--- config.mk ---
export PLATFORM = sky130hd
export DESIGN_NAME = bit_reverse_stream_buffer
export DESIGN_NICKNAME = d
export VERILOG_FILES = /design/src/rtl/bit_reverse_stream_buffer.sv
export SDC_FILE = /design/constraint.sdc
export NUM_CORES = 1
export LEC_CHECK = 0
export CORE_UTILIZATION = 30
export DETAILED_ROUTE_END_ITERATION = 7
export GPL_TIMING_DRIVEN = 0
export PLACE_DENSITY = 0.54
export SKIP_CTS_REPAIR_TIMING = 1
export SYNTH_ARGS = -nofsm -noshare
export SYNTH_HDL_FRONTEND = slang
export SYNTH_SLANG_ARGS = --single-unit
--- constraint.sdc ---
create_clock -name clk -period 3.24 [get_ports clk]
set_clock_uncertainty 0.1 [all_clocks]
set_input_delay 0.648 -clock clk [delete_from_list [all_inputs] [get_ports clk]]
set_output_delay 0.648 -clock clk [all_outputs]
set_load 0.1 [all_outputs]
--- src/rtl/bit_reverse_stream_buffer.sv ---
// ---------------------------------------------------------------------------
// bit_reverse_stream_buffer
//
// Ping-pong reorder buffer for frames of N = 2^LOG_N samples. The write side
// fills one bank in natural order while the read side drains the other bank
// in bit-reversed order (or in natural order when the frame was started with
// in_bypass high). Sustains one sample per cycle on each side.
//
// Handshake: a transfer happens on a rising clk edge where valid and ready
// are both high. in_ready and out_valid come from registered state only;
// out_data and out_last are held steady while out_valid is high and
// out_ready is low.
//
// Ports:
//   clk        clock, all state updates on the rising edge
//   rst        asynchronous, active-high reset
//   in_valid   input sample present
//   in_ready   buffer can accept an input sample
//   in_data    input sample, natural order
//   in_bypass  frame mode, sampled with the first sample of each frame
//   out_valid  output sample present
//   out_ready  downstream accepts the output sample
//   out_data   reordered sample (0 when out_valid is low)
//   out_last   high with the final sample of each output frame
// ---------------------------------------------------------------------------
module bit_reverse_stream_buffer #(
    parameter int DATA_W = 8,
    parameter int LOG_N  = 3
) (
    input  logic              clk,
    input  logic              rst,
    input  logic              in_valid,
    output logic              in_ready,
    input  logic [DATA_W-1:0] in_data,
    input  logic              in_bypass,
    output logic              out_valid,
    input  logic              out_ready,
    output logic [DATA_W-1:0] out_data,
    output logic              out_last
);

    localparam int N = 1 << LOG_N;
    localparam logic [LOG_N-1:0] CNT_LAST = {LOG_N{1'b1}};

    // Sample storage; contents are never reset.
    logic [DATA_W-1:0] r_mem0 [N];
    logic [DATA_W-1:0] r_mem1 [N];

    logic             r_wr_bank;
    logic             r_rd_bank;
    logic [LOG_N-1:0] r_wr_cnt;
    logic [LOG_N-1:0] r_rd_cnt;
    logic [1:0]       r_full;
    logic [1:0]       r_byp;

    logic              w_in_fire;
    logic              w_out_fire;
    logic              w_wr_last;
    logic              w_rd_last;
    logic [LOG_N-1:0]  w_rev_cnt;
    logic [LOG_N-1:0]  w_rd_idx;
    logic [DATA_W-1:0] w_rd_word;

    assign in_ready   = !r_full[r_wr_bank];
    assign out_valid  = r_full[r_rd_bank];

    assign w_in_fire  = in_valid && in_ready;
    assign w_out_fire = out_valid && out_ready;
    assign w_wr_last  = (r_wr_cnt == CNT_LAST);
    assign w_rd_last  = (r_rd_cnt == CNT_LAST);

    // Reverse the read counter bits to get the bit-reversed read address.
    always_comb begin
        w_rev_cnt = '0;
        for (int i = 0; i < LOG_N; i++) begin
            w_rev_cnt[i] = r_rd_cnt[LOG_N-1-i];
        end
    end

    assign w_rd_idx  = r_byp[r_rd_bank] ? r_rd_cnt : w_rev_cnt;
    assign w_rd_word = r_rd_bank ? r_mem1[w_rd_idx] : r_mem0[w_rd_idx];

    assign out_data  = out_valid ? w_rd_word : '0;
    assign out_last  = out_valid && w_rd_last;

    // Storage write port.
    always_ff @(posedge clk) begin
        if (w_in_fire) begin
            if (r_wr_bank) begin
                r_mem1[r_wr_cnt] <= in_data;
            end else begin
                r_mem0[r_wr_cnt] <= in_data;
            end
        end
    end

    // Bank bookkeeping. The write side only ever targets a bank that is not
    // full and the read side only clears a full bank, so the set and clear of
    // r_full below never hit the same bit in one cycle.
    always_ff @(posedge clk or posedge rst) begin
        if (rst) begin
            r_wr_bank <= 1'b0;
            r_rd_bank <= 1'b0;
            r_wr_cnt  <= '0;
            r_rd_cnt  <= '0;
            r_full    <= 2'b00;
            r_byp     <= 2'b00;
        end else begin
            if (w_in_fire) begin
                if (r_wr_cnt == '0) begin
                    r_byp[r_wr_bank] <= in_bypass;
                end
                if (w_wr_last) begin
                    r_full[r_wr_bank] <= 1'b1;
                    r_wr_bank         <= !r_wr_bank;
                    r_wr_cnt          <= '0;
                end else begin
                    r_wr_cnt <= r_wr_cnt + 1'b1;
                end
            end
            if (w_out_fire) begin
                if (w_rd_last) begin
                    r_full[r_rd_bank] <= 1'b0;
                    r_rd_bank         <= !r_rd_bank;
                    r_rd_cnt          <= '0;
                end else begin
                    r_rd_cnt <= r_rd_cnt + 1'b1;
                end
            end
        end
    end

endmodule

# Word level (Yosys, flattened, before mapping)

Memory sizes are Yosys's and may differ from the RTL's.
Index checks and enable logic that the tools add are counted.

Memory bits (writable): 128
Input bits: 13
Register bits: 12
Memories: 2
Logic and storage cells: 57
Output and inout bits: 11

Memories:

| memory | words | bits a word | read ports | clocked after memory_dff | write ports | line | text |
|---|---|---|---|---|---|---|---|
| r_mem0 | 8     | 8           | 1          | 0                        | 1           | 46   | `logic [DATA_W-1:0] r_mem0 [N];` |
| r_mem1 | 8     | 8           | 1          | 0                        | 1           | 47   | `logic [DATA_W-1:0] r_mem1 [N];` |

Reductions and logical operators: 12
Add/sub/neg operators: 2
Bitwise gates (word level): 3
Multiplexer cells: 26
Order comparisons: 4
Equality and inequality tests: 2

Operator list:

| kind                                                     | count |
|---|---|
| two-way mux 8 bit                                        | 2 |
| two-way mux 1 bit                                        | 14 |
| two-way mux 3 bit                                        | 3 |
| two-way mux 2 bit                                        | 4 |
| adder 3 x 1 -> 3 bit, second input constant              | 2 |
| == test 3 bit, second input constant                     | 2 |
| AND reduction 2 bit                                      | 3 |
| logical AND 1 bit                                        | 5 |
| < comparator 1 x 2 -> 1 bit, second input constant       | 2 |
| zero test 1 bit                                          | 3 |
| zero test 3 bit                                          | 1 |
| AND 2 bit                                                | 1 |
| bitwise mux 2 bit                                        | 1 |
| demux 1 bit (select 1 bit)                               | 2 |
| greater-or-equal comparator 1 bit, second input constant | 2 |
| inverter 2 bit                                           | 1 |
| bitwise OR 2 bit                                         | 1 |

# Depth between registers and ports, before layout

Gate-level depths: netlist of the first run.

Word-level depth: 10
Mapped depth: 8
Depth with buffers taken out: 5

# Least setup slack after synthesis of the first run

No wires, ideal clock.

Path kind: register -> output
Start point: register r_rd_bank
End point: output port out_data[0]
Stages on the path, launching flop included: 6
Path slack: -1.766 ns
Buffers on the path: 2
Data required time: 2.492 ns
Arrival: 4.258 ns
Cells stage by stage: dfrtp_1 -> buf_2 -> mux2_2 -> clkbuf_1 -> o311ai_1 -> a211oi_1

Elaborated cells on any way between the ends: 9
Classes of those cells: 7 x mux; 2 x memory

RTL lines:

| what                                                 | line | text |
|---|---|---|
| start, declared                                      | 50   | `logic r_rd_bank;` |
| start signal, assigned                               | 124  | `r_rd_bank <= !r_rd_bank;` |
| two-way mux 1 bit (not written as such) (2 in a row) | 65   | `assign out_valid = r_full[r_rd_bank];` |
| via out_valid                                        | 36   | `output logic out_valid,` |
| two-way mux 8 bit                                    | 83   | `assign out_data = out_valid ? w_rd_word : '0;` |
| end, declared                                        | 38   | `output logic [DATA_W-1:0] out_data,` |

The timed path passes the listed nets, and every way through them passes these cells. The select of a mux whose other input is x is not followed.

# Worst setup path in the final report of the first run

Start point: register r_rd_bank
End point: output port out_data[3]

Word-level cells in the longest chain between the ends: 6
Elaborated cells on any way between the ends: 9
Classes of those cells: 7 x mux; 2 x memory

Ends and longest elaborated chain:

| what                                                 | line | text |
|---|---|---|
| two-way mux 1 bit (not written as such) (2 in a row) | 80   | `assign w_rd_idx = r_byp[r_rd_bank] ? r_rd_cnt : w_rev_cnt;` |
| two-way mux 3 bit                                    | 80   |  |
| memory (8 x 8 bit), on equally long branches         | n/a  |  |
| two-way mux 8 bit                                    | 81   | `assign w_rd_word = r_rd_bank ? r_mem1[w_rd_idx] : r_mem0[w_rd_idx];` |
| two-way mux 8 bit (*)                                | 83   |  |

Every way passes the cells marked *; elsewhere a longest branch is shown, timed or not. The select of a mux whose other input is x is not followed.

==> results.md, run 1 <==
* HPWL after DPL at 10810 µm
* Final wirelength at 16170 µm
* GP Congestion at 0.8230
* Clk Latency, worst-skew pair at 0.42 ns
* Max-slew headroom at 18.95%
* Final setup violation count at 8
* CTS max path bufs at 2
* Kind of critical path: register to output port
* Failing checks: negative setup slack
* Worst Hold Class: input pin to asynchronous set/reset pin
* Port buffer count at 23
* Post-synth EDFFs at 128
* Iteration-0 DRC Markers at 357
* Total GRT Usage at 15.29%
* Worst-margin pin slew at 1.206 ns
* Via density at 5.287
* R2R Path End: r_mem0[0][4]
* Ant diodes at 0
* CTS tree: built
* IO Pins at 24
* RSZ-0062 raised after global routing: true
* Final net count at 533
* Die area at 21400 µm²
* Synth Warn # at 0
* Share of cells above drive strength 1 at 29.92%
* Synth async-reset ratio at 8.571%
* Post-synthesis compound-gate area fraction at 9.697%
* Period utilisation layout at 111.5%
* Clk sinks at 140
* Clock transition at the registers of the reported paths at 0.06 ns
* Syn Area/Cell at 13.66 µm²
* CP max stage cell: dfrtp_1
* Setup slack, reg-to-reg at 1.01 ns
* Place WS at -1.349 ns
* Synth Area in Adders at 1.002%
* FP Rows at 52
* Initial antenna violation count at 0
* Die W at 146.3 µm
* FMAX at 276.8 MHz
* Worst EP arrival at 2.87 ns
* Synth Net Count at 475
* Largest net degree at the start of global routing at 17
* Crit path cell chain: buf_6, mux2i_4, mux2i_4, buf_6, buf_8, mux2_4, a211o_1, a211oi_4, buf_12
* Crit end category: output port
* Mux cell area share after synthesis at 10.52%
* Drt drc at 0
* Setup TNS at -2.562 ns
* Synth Area in Simple Gates at 9.697%
* Vias in the first global route at 4121
* H-tree depth at 4
* CORE AREA at 20300 µm²
* CP required at 2.49 ns
* CP Max Fanout at 6
* Hold WS at 0.4369 ns
* Most common flop cell mapped by yosys: edfxtp_1
* Final ANT Viol Nets at 0
* Largest family of logic cells by synthesized area: multiplexers
* XOR/XNOR share of the synthesized area at 0%
* Final Hold Vio Count at 0
* Setup crit start: r_rd_bank
* Post-synthesis cell type count at 40
* Slowest cell delay on critical path at 0.34 ns
* First drt pass iteration count at 5
* Seq cells post-synth at 140
* Global-route wire length before repair at 24250 µm
* Initial core utilization at 30.76%
* Mapped Area at 6245 µm²
* Max-slew violations at 0
* R2R cell count at 3
* Status: finished, violations left
* Grt total ovfl at 0
* Worst R2R Start: r_full[0]
* Min cycle time layout at 3.613 ns
* TritonCTS buffer count at 17
* Final WS setup at -0.3733 ns
* Area Growth Syn to Fin at 29.83%
* Synth Instances at 457
* Setup crit start kind: register
* Max Cap Violations at 0
* Root buffer cell: clkbuf_16
* DR vias at 4219
* Avg WL per Cell at 20.26 µm
* Die H at 146.3 µm
* Post-synthesis sequential area ratio at 66.36%
critical path: cells and delay by family (launching register included):
family	cells	cell delay, ns
mux	3	0.85
compound gates	2	0.63
buf+inv	4	0.61
flops	1	0.34
layout by cell type (no fill, tap or decap), types with 5 or more instances in the layout:
cell,count
clkbuf_1,5
buf_4,10
a21oi_1,10
buf_12,13
clkdlybuf4s50_1,13
o311ai_2,5
buf_6,5
mux2_4,5
clkbuf_2,15
ha_1,5
bufinv_16,5
edfxtp_1,128
o22ai_1,8
mux2i_2,6
nor2_1,27
mux2i_1,16
dfrtp_1,10
mux2i_4,6
nor3_1,54
mux2_2,25
nand2_1,16
inv_1,9
o21ai_0,21
o211ai_1,10
clkbuf_16,18
a211oi_4,8
through the flow:
stage               cells  cell area, µm²  utilization, %
global route          798            8108           39.94
CTS                   782            7584           37.36
finish                798            8108           39.94
detailed placement    750            6937           34.17
floorplan             457            6359               -
global placement      750            6927           34.12
synth_stat cells (3+ instances only):
library cell	n	area, µm²
buf_2	4	20.02
inv_1	9	33.78
dfrtp_1	12	300.3
o22ai_1	8	50.05
mux2_1	4	45.04
mux2_2	27	304.0
nand2b_1	6	37.54
a221oi_1	4	35.03
and2_1	4	25.02
ha_1	5	62.56
nor2_1	28	105.1
o21ai_0	23	115.1
a21oi_1	10	50.05
buf_4	3	22.52
a211oi_1	10	75.07
nand3_1	4	20.02
o311ai_1	7	61.31
mux2i_1	27	270.3
edfxtp_1	128	3844
nand2_1	17	63.81
or4b_2	4	40.04
nor3_1	56	280.3
o21a_1	4	30.03
o22a_1	4	35.03
clkbuf_1	22	82.58
o211ai_1	10	75.07
area by class of cell:
class	count	area [µm²]
repair buffers	40	489.2
inverters	9	33.78
clock inverters	15	221.5
plain buffers	29	206.4
flip-flops and latches	140	4146
well taps	270	337.8
clock buffers	17	425.4
multi-input cells	278	2247
fillers	1912	12190
sequential cells by signal (all words and copies together) (netlist names):
name and cells:
r_rd_cnt 3, r_mem0 64, r_full 2, r_byp 2
r_wr_bank 1, r_mem1 64, r_wr_cnt 3, r_rd_bank 1
cells by family after synthesis:
logic type               after synthesis
AND/OR/NAND/NOR                      124
AO/OA/AOI/OAI                         89
adder cells (fa/ha/maj)                5
buffers and inverters                 39
multiplexers                          60
flip-flops                           140
worst max path at each step:
stage                  end  slack [ns]  cells past startpoint
2_1_floorplan  out_data[0]       -0.19                      8
3_3_place_gp   out_data[3]       -1.33                      8
3_5_place_dp   out_data[3]       -1.35                      8
4_1_cts        out_data[3]       -1.83                      8
5_1_grt        out_data[3]       -0.46                     10
6_report       out_data[3]       -0.37                      9
routing by layer:
metal / track usage [%] / up-vias / wire, µm
li1: - / 1888 / -
met1: 20.81 / 2159 / 7550
met2: 23.48 / 150 / 7529
met3: 4.594 / 22 / 852
met4: 4.479 / 0 / 238
met5: 0 / - / 0
Power of run 1 is left out: the tool's default activity adds up to more than one toggle a clock period on the data nets, which glitch-free logic cannot reach.
==> run 2: changes to the inputs <==
CORE_MARGIN = 8   (was default)
RECOVER_POWER = 25   (was default)
==> run 2 against run 1 <==
Against the previous run:
- non-clock buffer count rose by 3
- via count fell by 0.83%
- critical endpoint unchanged
- highest routed layer unchanged
- the run still ends with negative setup slack left
- count of clock-buffer cells in the layout rose by 6
- final cell count rose by 0.38%
- wire length rose by 3.7%
==> results.md, run 2 (synthesized netlist as in run 1, its figures left out) <==
* Final net count at 536
* DP Area at 6937 µm²
* Hold WS at 0.5095 ns
* Initial antenna violation count at 0
* Final non-filler cell total at 801
* Crit path buf inv count at 4
* Largest net degree at the start of global routing at 17
* Final ANT Viol Nets at 0
* CP max stage cell: dfrtp_1
* Port buffer count at 23
* Clk sinks at 140
* Avg WL per Cell at 20.93 µm
* Share of cells above drive strength 1 at 29.00%
* Worst EP arrival at 2.89 ns
* Iteration-0 DRC Markers at 295
* RSZ-0062 raised after global routing: true
* Drt drc at 0
* CORE AREA at 20360 µm²
* Setup crit start kind: register
* Die W at 160.3 µm
* Ant diodes at 0
* Final WS setup at -0.3957 ns
* Final Hold Vio Count at 0
* Global-route wire length before repair at 24740 µm
* Clk Latency, worst-skew pair at 0.42 ns
* Root buffer cell: clkbuf_16
* H-tree depth at 4
* Max-slew violations at 0
* TritonCTS buffer count at 17
* Clock transition at the registers of the reported paths at 0.05 ns
* Total GRT Usage at 12.69%
* Fill cell count at 1876
* First drt pass iteration count at 5
* Max-slew headroom at 12.58%
* Slowest cell delay on critical path at 0.34 ns
* CTS tree: built
* CP required at 2.49 ns
* Post-route cell area at 8058 µm²
* Initial core utilization at 30.66%
* Vias in the first global route at 4248
* Final wirelength at 16760 µm
* FP Rows at 52
* HPWL after DPL at 11000 µm
* Final Core Density at 39.57%
* Die area at 25690 µm²
* Via density at 5.223
* CTS max path bufs at 2
* Inst Count DP at 750
* Failing checks: negative setup slack
* Die H at 160.3 µm
* Area Growth Syn to Fin at 29.03%
* Status: finished, violations left
* Grt total ovfl at 0
* Worst-margin pin slew at 1.301 ns
* Min cycle time layout at 3.636 ns
* CP Max Fanout at 5
* FMAX at 275.1 MHz
* Kind of critical path: register to output port
* Setup slack, reg-to-reg at 0.87 ns
* Worst Hold Class: register to register
* Top flop regs: r_mem0: 64 flops, r_mem1: 64 flops
* Crit path cell chain: buf_6, mux2i_4, mux2i_4, buf_12, buf_8, mux2_4, a211o_1, a211oi_4, buf_12
* Max Cap Violations at 0
* IO Pins at 24
* DR vias at 4184
* Top delay family on crit path: multiplexers
* Final setup violation count at 8
* GP Congestion at 0.8293
* Most common cell after layout, fill and taps aside: edfxtp_1
* Most frequent cells in the layout: edfxtp_1, nor3_1, nor2_1
* Crit end category: output port
* Period utilisation layout at 112.2%
-- run 2: changes by cell type in the layout (fill, tap and decap cells not counted), moves of 3 or more --
cell / previous run / this run
clkbuf_16: 18 / 21
clkinv_2: 3 / 7
bufinv_16: 5 / 1
dlygate4sd3_1: 0 / 6
clkinvlp_4: 4 / 1
clkbuf_1: 5 / 11
clkdlybuf4s50_1: 13 / 7
buf_6: 5 / 2
-- run 2: worst paths after layout --
| path | to | cells past startpoint | startpoint |
|---|---|---|---|
| setup / recovery | out_data[3] | 9 | r_rd_bank |
| hold / removal | r_full[1] | 1 | r_full[1] |
| setup reg to reg | r_mem0[4][6] | 3 | r_wr_bank |
| hold reg to reg | r_full[1] | 1 | r_full[1] |
| max in group asynchronous | r_byp[0] | 2 | rst |
| min in group asynchronous | r_wr_bank | 2 | rst |
-- run 2: metrics by stage --
| stage | TNS, ns | worst slack [ns] |
|---|---|---|
| floorplan | -1.128 | -0.1943 |
| global placement | -10.61 | -1.363 |
| detailed placement | -10.26 | -1.361 |
| CTS | -14.42 | -1.820 |
| global route | -3.581 | -0.4763 |
| finish | -2.864 | -0.3957 |
-- run 2: worst reg2reg max path: stages (launching register included) --
cell and delay, ns:
dfrtp_1 0.44, nor2_1 0.22, nand3_1 0.19, nor3_1 1.02
-- run 2: per-layer routing --
metal  routed length [µm]  track usage, %  up-vias
met3                  646           3.470       33
met2                 7720           19.43      138
li1                     -               -     1902
met5                    0               0        -
met4                  510           5.480        0
met1                 7884           16.56     2111
-- run 2: area by class of cell --
| class | instances | area [µm²] | area share [%] |
|---|---|---|---|
| Clock buffer | 23 | 447.9 | 5.559 |
| Clock inverter | 9 | 72.57 | 0.9006 |
| Multi-Input combinational cell | 278 | 2246 | 27.87 |
| Timing Repair Buffer | 43 | 556.8 | 6.910 |
| Buffer | 29 | 217.7 | 2.702 |
| Sequential cell | 140 | 4145 | 51.44 |
| Tap cell | 270 | 337.8 | 4.193 |
| Inverter | 9 | 33.78 | 0.4193 |
Power of run 2 is left out for the same reason.
